===== src/rtl/issue_if.sv =====
// D-stage pair and issue-decision signals between decode and the issue scoreboard.
interface issue_if;
  logic       validD1, validD2;
  logic [4:0] rs1D1, rs2D1, rs1D2, rs2D2;
  logic       use_rs2D1, use_rs2D2;
  logic [4:0] rdD1, rdD2;
  logic       reg_writeD1, reg_writeD2;
  logic       is_loadD1, is_loadD2;
  logic       freeze, flush;
  logic       issue1, issue2, stall, split;

  modport master (
    output validD1, validD2, rs1D1, rs2D1, rs1D2, rs2D2, use_rs2D1, use_rs2D2,
           rdD1, rdD2, reg_writeD1, reg_writeD2, is_loadD1, is_loadD2, freeze, flush,
    input  issue1, issue2, stall, split
  );
  modport slave (
    input  validD1, validD2, rs1D1, rs2D1, rs1D2, rs2D2, use_rs2D1, use_rs2D2,
           rdD1, rdD2, reg_writeD1, reg_writeD2, is_loadD1, is_loadD2, freeze, flush,
    output issue1, issue2, stall, split
  );
endinterface


===== src/rtl/issue_scoreboard.sv =====
// Dual-issue D-stage scheduler: per-register load-pending counters plus a PAIR/SPLIT FSM
// that splits dependent pairs and holds D until load results are forwardable.
module issue_scoreboard #(
  parameter int LOAD_LAT = 2,
  parameter int CNT_W    = 2
) (
  input  logic clk,
  input  logic rst,
  issue_if.slave bus
);
  typedef enum logic {PAIR, SPLIT} state_e;

  state_e                   state_q, state_d;
  logic [31:0][CNT_W-1:0]   cnt_q, cnt_d;
  logic [31:0]              pend;
  logic                     haz1, haz2, dep;
  logic                     issue1, issue2, stall, split;
  logic                     set1, set2;

  // cnt_q[0] is never written nonzero, so x0 is never pending
  always_comb begin
    for (int r = 0; r < 32; r++) pend[r] = (cnt_q[r] != '0);
  end

  always_comb begin
    haz1 = bus.validD1 & (pend[bus.rs1D1] | (bus.use_rs2D1 & pend[bus.rs2D1]));
    haz2 = bus.validD2 & (pend[bus.rs1D2] | (bus.use_rs2D2 & pend[bus.rs2D2]));
    dep  = bus.reg_writeD1 & (bus.rdD1 != 5'd0) &
           ((bus.rs1D2 == bus.rdD1) | (bus.use_rs2D2 & (bus.rs2D2 == bus.rdD1)) |
            (bus.reg_writeD2 & (bus.rdD2 == bus.rdD1)));
  end

  always_comb begin
    issue1  = 1'b0;
    issue2  = 1'b0;
    stall   = 1'b0;
    split   = 1'b0;
    state_d = state_q;
    if (rst) begin
      state_d = PAIR;
    end else if (bus.flush) begin
      split   = (state_q == SPLIT);
      state_d = PAIR;
    end else if (bus.freeze) begin
      split = (state_q == SPLIT);
      stall = 1'b1;
    end else begin
      split = (state_q == SPLIT);
      if (state_q == PAIR) begin
        issue1 = bus.validD1 & ~haz1;
        issue2 = issue1 & bus.validD2 & ~haz2 & ~dep;
        stall  = (bus.validD1 & ~issue1) | (bus.validD2 & ~issue2);
        if (issue1 & bus.validD2 & ~issue2) state_d = SPLIT;
      end else begin
        issue2 = bus.validD2 & ~haz2;
        stall  = ~issue2;
        if (issue2) state_d = PAIR;
      end
    end
  end

  // Counters keep running through flush: older loads still complete
  always_comb begin
    cnt_d = cnt_q;
    if (!rst && !bus.freeze) begin
      for (int r = 1; r < 32; r++) begin
        set1 = issue1 & bus.is_loadD1 & (bus.rdD1 == 5'(r));
        set2 = issue2 & bus.is_loadD2 & (bus.rdD2 == 5'(r));
        if (set1 | set2)           cnt_d[r] = CNT_W'(LOAD_LAT);
        else if (cnt_q[r] != '0)   cnt_d[r] = cnt_q[r] - 1'b1;
      end
    end
    cnt_d[0] = '0;
    set1 = 1'b0;
    set2 = 1'b0;
  end

  always_ff @(posedge clk) begin
    if (rst) begin
      state_q <= PAIR;
      cnt_q   <= '0;
    end else begin
      state_q <= state_d;
      cnt_q   <= cnt_d;
    end
  end

  assign bus.issue1 = issue1;
  assign bus.issue2 = issue2;
  assign bus.stall  = stall;
  assign bus.split  = split;
endmodule

===== src/flat_wrapper.sv =====
// flat-port wrapper written by rule: the top's interface ports become plain ports
module issue_scoreboard_flat 
#(
  parameter int LOAD_LAT = 2,
  parameter int CNT_W    = 2
)
  (clk, rst, bus_validD1, bus_validD2, bus_rs1D1, bus_rs2D1, bus_rs1D2, bus_rs2D2, bus_use_rs2D1, bus_use_rs2D2, bus_rdD1, bus_rdD2, bus_reg_writeD1, bus_reg_writeD2, bus_is_loadD1, bus_is_loadD2, bus_freeze, bus_flush, bus_issue1, bus_issue2, bus_stall, bus_split);
  issue_if bus_i ();
  input  logic clk;
  input  logic rst;
  input wire logic [$bits(bus_i.validD1)-1:0] bus_validD1;
  input wire logic [$bits(bus_i.validD2)-1:0] bus_validD2;
  input wire logic [$bits(bus_i.rs1D1)-1:0] bus_rs1D1;
  input wire logic [$bits(bus_i.rs2D1)-1:0] bus_rs2D1;
  input wire logic [$bits(bus_i.rs1D2)-1:0] bus_rs1D2;
  input wire logic [$bits(bus_i.rs2D2)-1:0] bus_rs2D2;
  input wire logic [$bits(bus_i.use_rs2D1)-1:0] bus_use_rs2D1;
  input wire logic [$bits(bus_i.use_rs2D2)-1:0] bus_use_rs2D2;
  input wire logic [$bits(bus_i.rdD1)-1:0] bus_rdD1;
  input wire logic [$bits(bus_i.rdD2)-1:0] bus_rdD2;
  input wire logic [$bits(bus_i.reg_writeD1)-1:0] bus_reg_writeD1;
  input wire logic [$bits(bus_i.reg_writeD2)-1:0] bus_reg_writeD2;
  input wire logic [$bits(bus_i.is_loadD1)-1:0] bus_is_loadD1;
  input wire logic [$bits(bus_i.is_loadD2)-1:0] bus_is_loadD2;
  input wire logic [$bits(bus_i.freeze)-1:0] bus_freeze;
  input wire logic [$bits(bus_i.flush)-1:0] bus_flush;
  output wire logic [$bits(bus_i.issue1)-1:0] bus_issue1;
  output wire logic [$bits(bus_i.issue2)-1:0] bus_issue2;
  output wire logic [$bits(bus_i.stall)-1:0] bus_stall;
  output wire logic [$bits(bus_i.split)-1:0] bus_split;
  assign bus_i.validD1 = bus_validD1;
  assign bus_i.validD2 = bus_validD2;
  assign bus_i.rs1D1 = bus_rs1D1;
  assign bus_i.rs2D1 = bus_rs2D1;
  assign bus_i.rs1D2 = bus_rs1D2;
  assign bus_i.rs2D2 = bus_rs2D2;
  assign bus_i.use_rs2D1 = bus_use_rs2D1;
  assign bus_i.use_rs2D2 = bus_use_rs2D2;
  assign bus_i.rdD1 = bus_rdD1;
  assign bus_i.rdD2 = bus_rdD2;
  assign bus_i.reg_writeD1 = bus_reg_writeD1;
  assign bus_i.reg_writeD2 = bus_reg_writeD2;
  assign bus_i.is_loadD1 = bus_is_loadD1;
  assign bus_i.is_loadD2 = bus_is_loadD2;
  assign bus_i.freeze = bus_freeze;
  assign bus_i.flush = bus_flush;
  assign bus_issue1 = bus_i.issue1;
  assign bus_issue2 = bus_i.issue2;
  assign bus_stall = bus_i.stall;
  assign bus_split = bus_i.split;
  issue_scoreboard #(.LOAD_LAT(LOAD_LAT), .CNT_W(CNT_W)) u_core (.clk(clk), .rst(rst), .bus(bus_i));
endmodule

===== config.mk =====
export PLATFORM = sky130hd
export DESIGN_NAME = issue_scoreboard_flat
export DESIGN_NICKNAME = d
export VERILOG_FILES = /design/src/rtl/issue_if.sv /design/src/rtl/issue_scoreboard.sv /design/src/flat_wrapper.sv
export SDC_FILE = /design/constraint.sdc
export NUM_CORES = 1
export LEC_CHECK = 0
export CORE_MARGIN = 10
export CORE_UTILIZATION = 55
export DETAILED_ROUTE_END_ITERATION = 12
export HOLD_SLACK_MARGIN = 0.15
export PLACE_DENSITY = 0.78
export REMOVE_ABC_BUFFERS = 1
export SYNTH_ARGS = -nofsm -noshare
export SYNTH_HDL_FRONTEND = slang
export SYNTH_SLANG_ARGS = --single-unit

===== constraint.sdc =====
create_clock -name clk -period 3.1 [get_ports clk]
set_input_delay 0.465 -clock clk [delete_from_list [all_inputs] [get_ports clk]]
set_output_delay 0.465 -clock clk [all_outputs]
set_load 0.02 [all_outputs]

==> impl_metrics.py <==
metrics = {
    "outcome": {
        "status": "complete, but fails checks",
        "violations": "negative setup slack",
    },
    "critical_path": {
        "timing.rr.end": "u_core.cnt_q[7]",
        "critPathKind": "in -> out",
        "required_ns": 2.63,
        "crit_family": "buffers and inverters",
        "cp-start-kind": "primary input",
        "arrival_ns": 2.81,
        "cpMaxStageDelayCell": "clkdlybuf4s50_1",
        "path_buf_inv": 5,
        "r2r-start": "u_core.cnt_q[45]",
        "r2r_slack_ns": -0.04,
        "cp-end-kind": "output port",
        "max_stage_delay_ns": 0.49,
        "crit_fanout": 6,
        "reg2regPathDepth": 12,
        "path_cells": "clkdlybuf4s50_1 > buf_6 > xor2_1 > nor4_2 > and3_4 > o311ai_4 > a41oi_4 > or2_4 > buf_4 > buf_4 > nor2_2 > buf_6",
        "cp-startpoint": "bus_rdD1[4]",
    },
    "place": {
        "hpwlAfterDp_microns": 19600,
        "gp_congestion": 0.991,
        "numPortBuffers": 45,
        "place_area_sq_um": 8260,
    },
    "synth": {
        "seq_area_frac_synth_pct": 19.7,
        "synth_top_family_by_area": "simple AND/OR/NAND/NOR gates",
        "yosys_warnings": 0,
        "yosysTopAreaCell": "dfxtp_1",
        "synthTopCellsByCount": "77 x inv_1, 63 x dfxtp_1, 61 x ha_1",
        "synth.mux.area_fraction_pct": 10.4,
        "synthAdderAreaFrac_pct": 11.9,
        "postSynthCellCount": 783,
        "synth_edf_count": 0,
        "synth_area_sq_um": 6390,
        "synth_top_area_share_pct": 19.7,
        "synth_area_per_cell_sq_um": 8.16,
        "yosys-top-cells-area": "dfxtp_1 20%, ha_1 12%, mux4_2 7.0%",
        "synth-simple-area-share_pct": 25.8,
        "async_reset_ff_share_pct": 0,
        "synth_flop_cell": "dfxtp_1",
        "yosysMostFrequentCell": "inv_1",
        "ys_ff_latch": 63,
        "synth_xor_area_share_pct": 2.19,
        "synth-compound-area-share_pct": 21.0,
        "netlist-cell-type-count": 75,
    },
    "timing": {
        "worst_slew_pin_slew_ns": 0.970,
        "finalHoldViolations": 0,
        "fin_crit_ns": 3.27,
        "slew_headroom_pct": 35.3,
        "timing.final.ws_setup_ns": -0.175,
        "finalSetupViolations": 10,
        "fmax_mhz": 305,
        "rsz0062_at_grt": "yes",
        "finClkSkew_ns": 0.00934,
        "drv_slew": 0,
        "fin_setup_tns_ns": -0.464,
        "layout_worst_path_cycle_share_pct": 106,
    },
    "power_and_ir_drop": {
        "finalPower_mw": 5.84,
        "p_leak_nw": 3.70,
        "ir_drop_uv": 550,
        "p_per_area_nw_per_um2": 622,
    },
    "detailed_routing": {
        "drc": 0,
        "wl_met2_microns": 12500,
        "wl_per_cell_microns": 24.0,
        "initialDrtViolationCount": 1211,
        "drtAntennaViolNets": 0,
        "met1Wirelength_microns": 10200,
        "top_layer_used": "met5",
        "dr_total_vias": 7835,
        "via_per_inst": 6.80,
        "wl_met3_microns": 3370,
        "first_pass_iters": 6,
        "routed_wl_microns": 27700,
    },
    "clock_network": {
        "cts.clk_slew.worst_paths_ns": 0.06,
        "clock-root-buffer": "clkbuf_16",
        "cts_made_buffers": 9,
        "cts_tree": "done",
        "htreeDepth": 3,
        "clkSinkCount": 63,
        "worst_skew_pair.late_latency_ns": 0.35,
        "clock_path_buffers": 2,
    },
    "worst_hold_path": {
        "worstHoldStart": "u_core.cnt_q[39]",
        "holdPathStages": 1,
        "hp-class": "reg -> reg",
        "hold_end": "u_core.cnt_q[39]",
    },
    "finish": {
        "drive_gt1_share_pct": 39.4,
        "fillCellCount": 702,
        "syn_to_final_growth_pct": 47.0,
        "finish.utilization_pct": 82.2,
        "num-nets-final": 1107,
        "final_cell_area_sq_um": 9390,
        "diodes": 0,
    },
    "floorplanning": {
        "rows": 39,
        "coreArea_sq_um": 11400,
        "io_pins": 46,
        "start_util_pct": 56.0,
        "die_area_sq_um": 16300,
        "dieHeight_microns": 128,
        "die_x_microns": 128,
    },
    "grt": {
        "grt_max_degree": 87,
        "grt_pass1_wl_microns": 40300,
        "gr-total-overflow": 0,
        "grtUsageTotal_pct": 31.1,
        "antenna_found_initial": 2,
        "grt_pass1_vias": 7480,
    },
    "flow_run": {
        "max_cap_violations": 0,
    },
}
worst max path at each step:
| stage | to | slack, ns | depth (start not counted) |
|---|---|---|---|
| 6_report | bus_issue2 | -0.17 | 12 |
| 5_1_grt | bus_issue2 | -0.24 | 12 |
| 3_3_place_gp | bus_stall | -0.81 | 10 |
| 2_1_floorplan | bus_stall | -0.25 | 10 |
| 3_5_place_dp | bus_stall | -0.80 | 10 |
| 4_1_cts | bus_stall | -0.07 | 12 |
cells in the final DEF, fill, tap and decap left out, types with 6 or more instances in the layout:
master | Yosys | layout
nor2b_1 | 11 | 10
clkbuf_16 | 0 | 11
nor4_1 | 19 | 17
a21oi_1 | 25 | 24
o21ai_0 | 17 | 17
and2_1 | 12 | 12
ha_4 | 0 | 22
dfxtp_2 | 0 | 17
xnor2_1 | 6 | 6
nand3_1 | 49 | 46
or4_4 | 2 | 9
o32ai_1 | 10 | 8
nor2_1 | 34 | 32
nand2_1 | 38 | 37
dfxtp_1 | 63 | 46
ha_2 | 0 | 12
and3_1 | 16 | 15
a21o_1 | 10 | 10
inv_2 | 0 | 22
o211ai_1 | 10 | 10
or4_1 | 18 | 11
buf_6 | 3 | 14
nand2b_1 | 7 | 7
a211oi_1 | 9 | 8
xor2_1 | 10 | 10
buf_4 | 6 | 208
o21a_1 | 8 | 8
nor3_1 | 24 | 21
o31ai_1 | 10 | 10
inv_1 | 77 | 53
dlygate4sd2_1 | 0 | 15
mux2i_1 | 20 | 18
ha_1 | 61 | 27
mux4_2 | 20 | 20
clkdlybuf4s50_1 | 0 | 19
nand4_1 | 11 | 11
nor3b_1 | 14 | 13
a221oi_1 | 12 | 11
a31oi_1 | 18 | 18
routing by layer:
metal | up-vias | global-route usage (%)
met5 | - | 0
met4 | 2 | 15.6
met3 | 154 | 8.97
met2 | 578 | 49.1
met1 | 3705 | 37.7
li1 | 3396 | -
worst register-to-register path, stage by stage, from the launching register on:
cell and delay, ns:
dfxtp_1 0.33, inv_1 0.07, ha_2 0.20, mux4_2 0.46
a211o_1 0.28, o22ai_2 0.19, a41oi_4 0.08, a41oi_4 0.25
buf_4 0.34, o32ai_1 0.17, buf_4 0.17, nor4b_1 0.35
a211oi_1 0.10
logic make-up (layout without fill, tap and decap cells):
| kind of cell | after synthesis | count (layout) |
|---|---|---|
| and+or+nand+nor | 289 | 289 |
| muxes | 41 | 41 |
| DFF | 63 | 63 |
| xor gates and xnor gates | 16 | 16 |
| adders and majority gates | 61 | 61 |
| buffers and inverters | 136 | 362 |
| AOI/OAI and AO/OA | 177 | 177 |
registers in the layout, indices dropped and copies added (netlist names):
| name | count |
|---|---|
| u_core.cnt_q | 62 |
| u_core.state_q | 1 |
final cells by class:
type	instances	area [sq um]	share of cell area, %
clock inverters	5	63.8	0.680
inverters	78	298	3.17
repair buffers	268	2190	23.3
clock buffers	11	253	2.69
multi-input cells	584	5120	54.6
well taps	143	179	1.91
flip-flops and latches	63	1280	13.7
where the power goes:
part           switching, mW  internal [mW]  leakage [nW]  total [mW]
Combinational           1.79           1.81          3.03        3.60
Clock                  0.441          0.674         0.153        1.11
Sequential             0.106           1.02         0.520        1.13
Total                   2.33           3.51          3.70        5.84
timing repair:
action,CTS,global route
pin swaps,38,19
endpoints found under the setup margin,44,40
hold buffers,0,0
cloned,1,2
setup buffers,14,6
resized for setup,152,53
through the flow:
| stage | worst slack (ns) | std cells | hold slack (ns) |
|---|---|---|---|
| global route | -0.242 | 1152 | 0.481 |
| floorplan | -0.253 | 725 | 0.439 |
| detailed placement | -0.805 | 1115 | 0.456 |
| global placement | -0.806 | 1115 | 0.447 |
| finish | -0.175 | 1152 | 0.474 |
| CTS | -0.0727 | 1145 | 0.468 |
Note: power is estimated with default switching activity, not from simulation.
